[config.mk]
export PLATFORM = sky130hd
export DESIGN_NAME = conv_relu_maxpool
export DESIGN_NICKNAME = d
export VERILOG_FILES = /design/src/rtl/conv_relu_maxpool.sv
export SDC_FILE = /design/constraint.sdc
export NUM_CORES = 2
export LEC_CHECK = 0
export ABC_AREA = 0
export CORE_ASPECT_RATIO = 0.6
export CORE_MARGIN = 3
export CORE_UTILIZATION = 56
export DETAILED_ROUTE_END_ITERATION = 10
export DONT_BUFFER_PORTS = 1
export PLACE_DENSITY_LB_ADDON = 0.25
export SLEW_MARGIN = 20
export SYNTH_ARGS = -nofsm -noshare
export SYNTH_HDL_FRONTEND = slang
export SYNTH_SLANG_ARGS = --single-unit
export TNS_END_PERCENT = 50
[constraint.sdc]
create_clock -name clk -period 8.15 [get_ports clk]
set_clock_uncertainty 0.2 [all_clocks]
set_input_delay 1.2225 -clock clk [delete_from_list [all_inputs] [get_ports clk]]
set_output_delay 1.2225 -clock clk [all_outputs]
set_load 0.1 [all_outputs]
[src/rtl/conv_relu_maxpool.sv]
// conv_relu_maxpool
// -----------------------------------------------------------------------------
// Sits after the convolution MAC array. Each accepted cycle brings one conv
// output pixel with all FILTERS channels packed side by side. Every channel
// goes through ReLU and then 2x2 / stride-2 max-pooling. Finished pooled pixels
// are written out with their pool coordinates for the next layer's feature-map
// buffer.
//
// Handshake: the input has no ready. A pixel is taken on a clock edge where
// clk_en=1, in_cen=0 and busy=1. Pixels that arrive while busy=0, or in the same
// cycle as start, are dropped. The pixel order is a fixed raster with x fastest.
//
// Ports
//   clk, rst_n      clock, asynchronous active-low reset
//   clk_en          global enable; every register holds while it is low
//   start           frame start pulse; restarts the frame even while busy
//   in_cen          active-low pixel valid
//   in_data         FILTERS signed lanes, lane k at [k*D_WIDTH +: D_WIDTH]
//   out_data        pooled lanes (always >= 0), same packing as in_data
//   out_x, out_y    pooled column and row of out_data
//   out_we          one-cycle write strobe for out_data/out_x/out_y
//   done            one-cycle pulse after the last pixel of the frame
//   busy            high from start until the frame's last pixel is accepted
// -----------------------------------------------------------------------------
module conv_relu_maxpool #(
    parameter  int I_SIZE  = 32,
    parameter  int F_SIZE  = 5,
    parameter  int STEP    = 1,
    parameter  int FILTERS = 6,
    parameter  int D_WIDTH = 16,
    localparam int O_SIZE  = (I_SIZE - F_SIZE) / STEP + 1,
    localparam int P_SIZE  = O_SIZE / 2,
    localparam int PW      = $clog2(P_SIZE + 1)
) (
    input  logic                       clk,
    input  logic                       rst_n,
    input  logic                       clk_en,
    input  logic                       start,
    input  logic                       in_cen,
    input  logic [FILTERS*D_WIDTH-1:0] in_data,
    output logic [FILTERS*D_WIDTH-1:0] out_data,
    output logic [PW-1:0]              out_x,
    output logic [PW-1:0]              out_y,
    output logic                       out_we,
    output logic                       done,
    output logic                       busy
);

    localparam int W  = FILTERS * D_WIDTH;
    localparam int CW = $clog2(O_SIZE + 1);
    localparam int LW = (P_SIZE > 1) ? $clog2(P_SIZE) : 1;

    localparam logic [CW-1:0] X_LAST   = CW'(O_SIZE - 1);
    // Columns/rows at or beyond this limit only exist for odd O_SIZE and are
    // dropped by floor pooling.
    localparam logic [CW-1:0] POOL_LIM = CW'(2 * P_SIZE);

    // Frame position and status
    logic [CW-1:0] x_q, x_d;
    logic [CW-1:0] y_q, y_d;
    logic          busy_q, busy_d;

    // Output registers
    logic [W-1:0]  out_data_q, out_data_d;
    logic [PW-1:0] out_x_q, out_x_d;
    logic [PW-1:0] out_y_q, out_y_d;
    logic          out_we_q, out_we_d;
    logic          done_q, done_d;

    // Pool storage: h_q holds the even-x ReLU value of the current pair.
    // line_buf_q holds the horizontal maxima of the even row for each pool
    // column. Neither is reset, because each entry is written before it is read.
    logic [W-1:0]  h_q;
    logic [W-1:0]  line_buf_q [P_SIZE];

    logic          pix_ok;
    logic          x_odd, y_odd, in_pool;
    logic [LW-1:0] lb_idx;
    logic [W-1:0]  lb_rd;
    logic [W-1:0]  relu_v, hmax_v, pool_v;

    // Qualified by clk_en at the register stage.
    assign pix_ok  = !in_cen && busy_q;
    assign x_odd   = x_q[0];
    assign y_odd   = y_q[0];
    assign in_pool = (x_q < POOL_LIM) && (y_q < POOL_LIM);
    assign lb_idx  = LW'(x_q >> 1);
    assign lb_rd   = line_buf_q[lb_idx];

    // Per-lane ReLU and max compares. After ReLU every value is non-negative,
    // so unsigned compares are exact.
    always_comb begin
        logic [D_WIDTH-1:0] lane, r, hk, hm, lk;
        relu_v = '0;
        hmax_v = '0;
        pool_v = '0;
        lane   = '0;
        r      = '0;
        hk     = '0;
        hm     = '0;
        lk     = '0;
        for (int k = 0; k < FILTERS; k++) begin
            lane = in_data[k*D_WIDTH +: D_WIDTH];
            r    = lane[D_WIDTH-1] ? '0 : lane;
            hk   = h_q[k*D_WIDTH +: D_WIDTH];
            hm   = (hk > r) ? hk : r;
            lk   = lb_rd[k*D_WIDTH +: D_WIDTH];
            relu_v[k*D_WIDTH +: D_WIDTH] = r;
            hmax_v[k*D_WIDTH +: D_WIDTH] = hm;
            pool_v[k*D_WIDTH +: D_WIDTH] = (lk > hm) ? lk : hm;
        end
    end

    // Counters, status and output strobes
    always_comb begin
        x_d        = x_q;
        y_d        = y_q;
        busy_d     = busy_q;
        out_we_d   = 1'b0;
        done_d     = 1'b0;
        out_data_d = out_data_q;
        out_x_d    = out_x_q;
        out_y_d    = out_y_q;
        if (start) begin
            // start has priority over a pixel in the same cycle.
            x_d    = '0;
            y_d    = '0;
            busy_d = 1'b1;
        end else if (pix_ok) begin
            if (x_q == X_LAST) begin
                x_d = '0;
                if (y_q == X_LAST) begin
                    y_d    = '0;
                    busy_d = 1'b0;
                    done_d = 1'b1;
                end else begin
                    y_d = y_q + 1'b1;
                end
            end else begin
                x_d = x_q + 1'b1;
            end
            // The (odd x, odd y) pixel closes a 2x2 window.
            if (in_pool && x_odd && y_odd) begin
                out_we_d   = 1'b1;
                out_data_d = pool_v;
                out_x_d    = PW'(x_q >> 1);
                out_y_d    = PW'(y_q >> 1);
            end
        end
    end

    always_ff @(posedge clk or negedge rst_n) begin
        if (!rst_n) begin
            x_q        <= '0;
            y_q        <= '0;
            busy_q     <= 1'b0;
            out_we_q   <= 1'b0;
            done_q     <= 1'b0;
            out_data_q <= '0;
            out_x_q    <= '0;
            out_y_q    <= '0;
        end else if (clk_en) begin
            // Pending out_we/done stay up until the next enabled edge.
            x_q        <= x_d;
            y_q        <= y_d;
            busy_q     <= busy_d;
            out_we_q   <= out_we_d;
            done_q     <= done_d;
            out_data_q <= out_data_d;
            out_x_q    <= out_x_d;
            out_y_q    <= out_y_d;
        end
    end

    always_ff @(posedge clk) begin
        if (clk_en && !start && pix_ok) begin
            if (!x_odd) begin
                h_q <= relu_v;
            end else if (!y_odd && in_pool) begin
                line_buf_q[lb_idx] <= hmax_v;
            end
        end
    end

    assign out_data = out_data_q;
    assign out_x    = out_x_q;
    assign out_y    = out_y_q;
    assign out_we   = out_we_q;
    assign done     = done_q;
    assign busy     = busy_q;

endmodule

# Word-level counts from Yosys, hierarchy flattened
# Memories as Yosys holds them, arrays and structs flattened.
# Index checks and enable logic that the tools add are counted.
[word_totals] ff_bits=213 ramBits=1344 inputBits=101 output_inout_bits=107 word_cells=88 memories=1
[op_classes] n_addsub=2 n_lt_le_gt_ge=14 n_eq_ne=2 n_mux=40 bitwise=2 n_reduce_logical=18
[mem_list] name="line_buf_q" depth=14 width=96 read_ports=1 rd_ports_with_merged_regs=0 wr=1 line_no="74" rtl="logic [W-1:0] line_buf_q [P_SIZE];"
[op_table] cell="16-bit two-way mux" n=12
[op_table] cell="16-bit by 15-bit > comparator with 1-bit output" n=6
[op_table] cell="16-bit > comparator" n=6
[op_table] cell="15-bit two-way mux" n=6
[op_table] cell="5-bit two-way mux" n=7
[op_table] cell="1-bit two-way mux" n=15
[op_table] cell="5-bit by 1-bit adder with 5-bit output, second input constant" n=2
[op_table] cell="5-bit == test, second input constant" n=2
[op_table] cell="5-bit < comparator, second input constant" n=2
[op_table] cell="4-bit AND reduction" n=2
[op_table] cell="1-bit logical AND" n=7
[op_table] cell="2-bit nonzero test" n=3
[op_table] cell="2-bit AND reduction" n=2
[op_table] cell="1-bit logical NOT" n=3
[op_table] cell="3-bit AND reduction" n=1
[op_table] cell="1-bit inverter" n=2

# Longest topological paths before layout
[depth] depth_word=7 depth_mapped=21 mapped_depth_nobuf=17

# Worst setup path after synthesis
# OpenSTA, ideal clock, no wires.
[synth_path] kind="input to register" from="in clk_en" to="mem line_buf_q[0][0] (netlist name), enable pin" setup_time_ns=0.649 arrival_ns=8.388 required_time_ns=7.301 path_slack_ns=-1.086 cell_stages=5 path_buffers=1 path_cell_list="clkbuf_1 > and3b_1 > nand4_1 > or4_1 > nor3_1"
[synth_via] elab_chain_len=4
[synth_lines] item="start: declaration" line_no="37" rtl="input logic clk_en,"
[synth_lines] item="1-bit logical AND (2 in series)" line_no="176" rtl="if (clk_en && !start && pix_ok) begin"
[synth_lines] item="1-bit two-way mux" line_no="176"
[synth_lines] item="1-bit two-way mux (implied by the code)" line_no="180" rtl="line_buf_q[lb_idx] <= hmax_v;"
[synth_lines] item="end: declaration" line_no="74"
# No other way between the ends.

# Worst setup path in the final report
[layout_path] from="in in_data[15]" to="reg out_data_q[9], in the netlist out_data[9]"
[layout_via] elab_chain_len=5
[layout_lines] item="start: declaration" line_no="40" rtl="input logic [FILTERS*D_WIDTH-1:0] in_data,"
[layout_lines] item="15-bit two-way mux *" line_no="104" rtl="r = lane[D_WIDTH-1] ? '0 : lane;"
[layout_lines] item="16-bit by 15-bit > comparator with 1-bit output" line_no="106" rtl="hm = (hk > r) ? hk : r;"
[layout_lines] item="16-bit two-way mux *" line_no="106"
[layout_lines] item="named net hmax_v[9]" line_no="80" rtl="logic [W-1:0] relu_v, hmax_v, pool_v;"
[layout_lines] item="16-bit > comparator" line_no="110" rtl="pool_v[k*D_WIDTH +: D_WIDTH] = (lk > hm) ? lk : hm;"
[layout_lines] item="16-bit two-way mux *" line_no="110"
[layout_lines] item="end signal: assignment" line_no="169" rtl="out_data_q <= out_data_d;"
[layout_lines] item="end: declaration" line_no="64" rtl="logic [W-1:0] out_data_q, out_data_d;"
# The timed path passes the listed nets; every way through them passes the cells marked *.
# A chain may end at the register's enable or synchronous reset.

==> impl_metrics.env <==
export IMPL_drv_cap=0
export IMPL_clkPwrFrac_pct=40.2
export IMPL_ioPinCount=208
export IMPL_switchingPower_mw=3.39
export IMPL_cts_max_level=4
export IMPL_syn_to_final_growth_pct=10.1
export IMPL_syn_avg_cell_area_um2=19.1
export IMPL_combPwrFrac_pct=6.4
export IMPL_yosys_warnings=0
export IMPL_dr_pass1_iters=5
export IMPL_synth_area_leader_cell="edfxtp_1"
export IMPL_preCtsSetupSlack_ns=1.25
export IMPL_whs_ns=0.225
export IMPL_ys_seq_area_share_pct=70.6
export IMPL_final_cell_mix="edfxtp_1, mux4_2, ha_1"
export IMPL_critPathLaunchType="input port"
export IMPL_vias_per_cell=6.43
export IMPL_synth_seq_cells=1461
export IMPL_fin_util_pct=62.6
export IMPL_grt_ovfl_total=0
export IMPL_fin_crit_sh_pct=73.2
export IMPL_synthTopCellsByArea="edfxtp_1, mux4_2, dfrtp_1"
export IMPL_r2r_cells=12
export IMPL_die_x_um=433
export IMPL_cts_buffer_depth=3
export IMPL_antenna_left=0
export IMPL_cts_root_buf="clkbuf_16"
export IMPL_run_status="complete, no violations"
export IMPL_regArea_um2=43300
export IMPL_cp_slowest_cell="nor2_1"
export IMPL_synth_ff_type="edfxtp_1"
export IMPL_p_leak_nw=23.1
export IMPL_final_common_cell="edfxtp_1"
export IMPL_critPathArrivalTime_ns=6.44
export IMPL_post_cts_buffers=0
export IMPL_finalSetupViolCount=0
export IMPL_reg2reg_to="out_data[76]"
export IMPL_worst_pin_slew_ns=1.13
export IMPL_r2r_start="x_q[1]"
export IMPL_placed_area_um2=63100
export IMPL_grt_pass1_wl_mm=206
export IMPL_timing_critical_path_required_ns=8.62
export IMPL_nets=3551
export IMPL_path_cells="nand2b_1 > ha_1 > nand4_1 > or4_1 > a21o_1 > a31oi_4 > nand2_1 > o21ai_1 > inv_1 > ha_1 > nand4_1 > nor3_1 > a21boi_0 > o31a_1 > nor2_1 > a221o_1"
export IMPL_r2r_slack_ns=2.38
export IMPL_grt_pass1_vias=31900
export IMPL_synth_edf_count=1350
export IMPL_routed_wl_mm=136
export IMPL_drive_gt1_share_pct=23.7
export IMPL_p_int_mw=12.3
export IMPL_io_buffer_count=0
export IMPL_synth_cell_types=57
export IMPL_end_kind="register"
export IMPL_cp_max_fo=29
export IMPL_period_needed_ns=5.97
export IMPL_clock_sinks=1461
export IMPL_dieArea_um2=114000
export IMPL_vias=30900
export IMPL_p_seq_share_pct=53.4
export IMPL_total_power_mw=15.7
export IMPL_worstSetupPathType="in -> reg"
export IMPL_maxSlewHeadroom_pct=24.7
export IMPL_cp_startpoint="in_data[15]"
export IMPL_rsz0062_at_grt="false"
export IMPL_cpPeakStageDelay_ns=0.82
export IMPL_avgRoutedWirePerCell_um=28.3
export IMPL_finalHoldViolCount=0
export IMPL_finalWorstSetupSlack_ns=2.18
export IMPL_cts_resized=0
export IMPL_drv_slew=0
export IMPL_rows=93
export IMPL_multiInputGateArea_um2=16800
export IMPL_cts_tree="built"
export IMPL_grt_antenna_before_repair=1
export IMPL_final_cell_area_um2=67600
export IMPL_fmax_ghz=0.168
export IMPL_vdd_drop_max_uv=190
export IMPL_drt_first_iter_violations=3198
export IMPL_die_height_um=262
export IMPL_cts_buffers=133
export IMPL_place_congestion=0.851
export IMPL_grt_max_degree=112
export IMPL_p_per_area_nw_per_um2=232
export IMPL_initial_core_util_pct=56.9
export IMPL_design_core_area_um2=108000
export IMPL_clkLatencyLatePin_ns=0.75
export IMPL_drc=0
export IMPL_async_flop_share_pct=7.60
export IMPL_sw_frac_of_total_pct=21.6
export IMPL_clk_pin_slew_ns=0.06
export IMPL_nFillCells=7331
export IMPL_synth_area_um2=61400
export IMPL_grt_usage_pct=24.3
export IMPL_yosys_area_top_type_share_pct=66.0
export IMPL_dp_hpwl_mm=76.0
export IMPL_hp_class="in -> async"
export IMPL_syn_inst=3219
-- flip-flops by register name (all words and copies together), names as in the netlist, 4 cells and up --
register and cells:
out_data 90, line_buf_q 1260, x_q 5, out_y 4, out_x 4, y_q 5, h_q 90
-- critical path: cells and delay by family --
kind	cells	cell delay, ns
buffers and inverters	1	0.12
adder cells (fa/ha/maj)	2	0.72
AO/OA/AOI/OAI	6	2.32
AND/OR/NAND/NOR	7	2.02
-- cell usage after synthesis (16+ instances only) --
cell      instances
edfxtp_1       1350
mux4_2          354
ha_1            182
inv_1           178
mux2_2          160
dfrtp_1         111
nand2_1         105
nand2b_1         87
and3_1           75
a21oi_1          74
a221o_1          70
clkbuf_1         68
nor2_1           47
buf_2            39
a21o_1           30
nand4_1          27
buf_6            20
nor2b_1          20
nor3_1           19
o21ai_0          17
nand3_1          16
-- worst max-delay path by stage --
stage | to | slack, ns | cells after the start
global route | out_data[11] | 1.75 | 16
CTS | out_data[9] | 2.04 | 16
global placement | out_data[1] | 1.60 | 16
finish | out_data[9] | 2.18 | 16
floorplan | line_buf_q[3][0] | -0.90 | 6
detailed placement | out_data[9] | 1.25 | 16
-- layout make-up --
type | count | share of cell area, %
sequential | 1461 | 64.1
multi-input combinational | 1432 | 24.8
clock buffer | 170 | 5.39
tap | 1425 | 2.64
clock inverter | 72 | 1.11
inverter | 178 | 0.989
timing repair buffer | 62 | 0.907
antenna | 1 | 0.00370
-- metal layers --
metal | share of wire [%] | GRT usage (%)
met3 | 8.0 | 5.07
met5 | 0 | 0
met1 | 43 | 36.3
met2 | 47 | 37.0
met4 | 1.8 | 6.23
-- per-stage QoR --
stage	instances	setup TNS [ns]
6_report	4801	0
5_1_grt	4800	0
4_1_cts	4800	0
3_5_place_dp	4557	0
3_3_place_gp	4555	0
2_1_floorplan	3224	-161.88
-- logic make-up (layout without fill, tap and decap cells) --
family                   count (synthesis)  in the layout  synth area share [%]
flip-flops                            1461           1461                  70.6
multiplexers                           527            527                  16.1
AND/OR/NAND/NOR                        430            430                  3.74
buffers and inverters                  331            482                  2.43
AO/OA/AOI/OAI                          284            284                  3.37
adder cells (fa/ha/maj)                182            182                  3.71
XOR/XNOR                                 3              3                0.0428
other                                    1              7               0.00611
-- power by group through the flow --
stage               registers (mW)  clock network [mW]  logic [mW]
floorplan                     8.52                   0       0.770
global placement              8.55                   0       0.931
detailed placement            8.55                   0       0.986
CTS                           8.39                6.43        1.01
global route                  8.39                6.73        1.11
finish                        8.39                6.32        1.00
-- timing repair --
action / CTS / global route
endpoints found under the setup margin: 0 / 0
hold buffers: 1 / 0
endpoints found under the hold margin: 111 / 0
(Power assumes the default switching activity.)
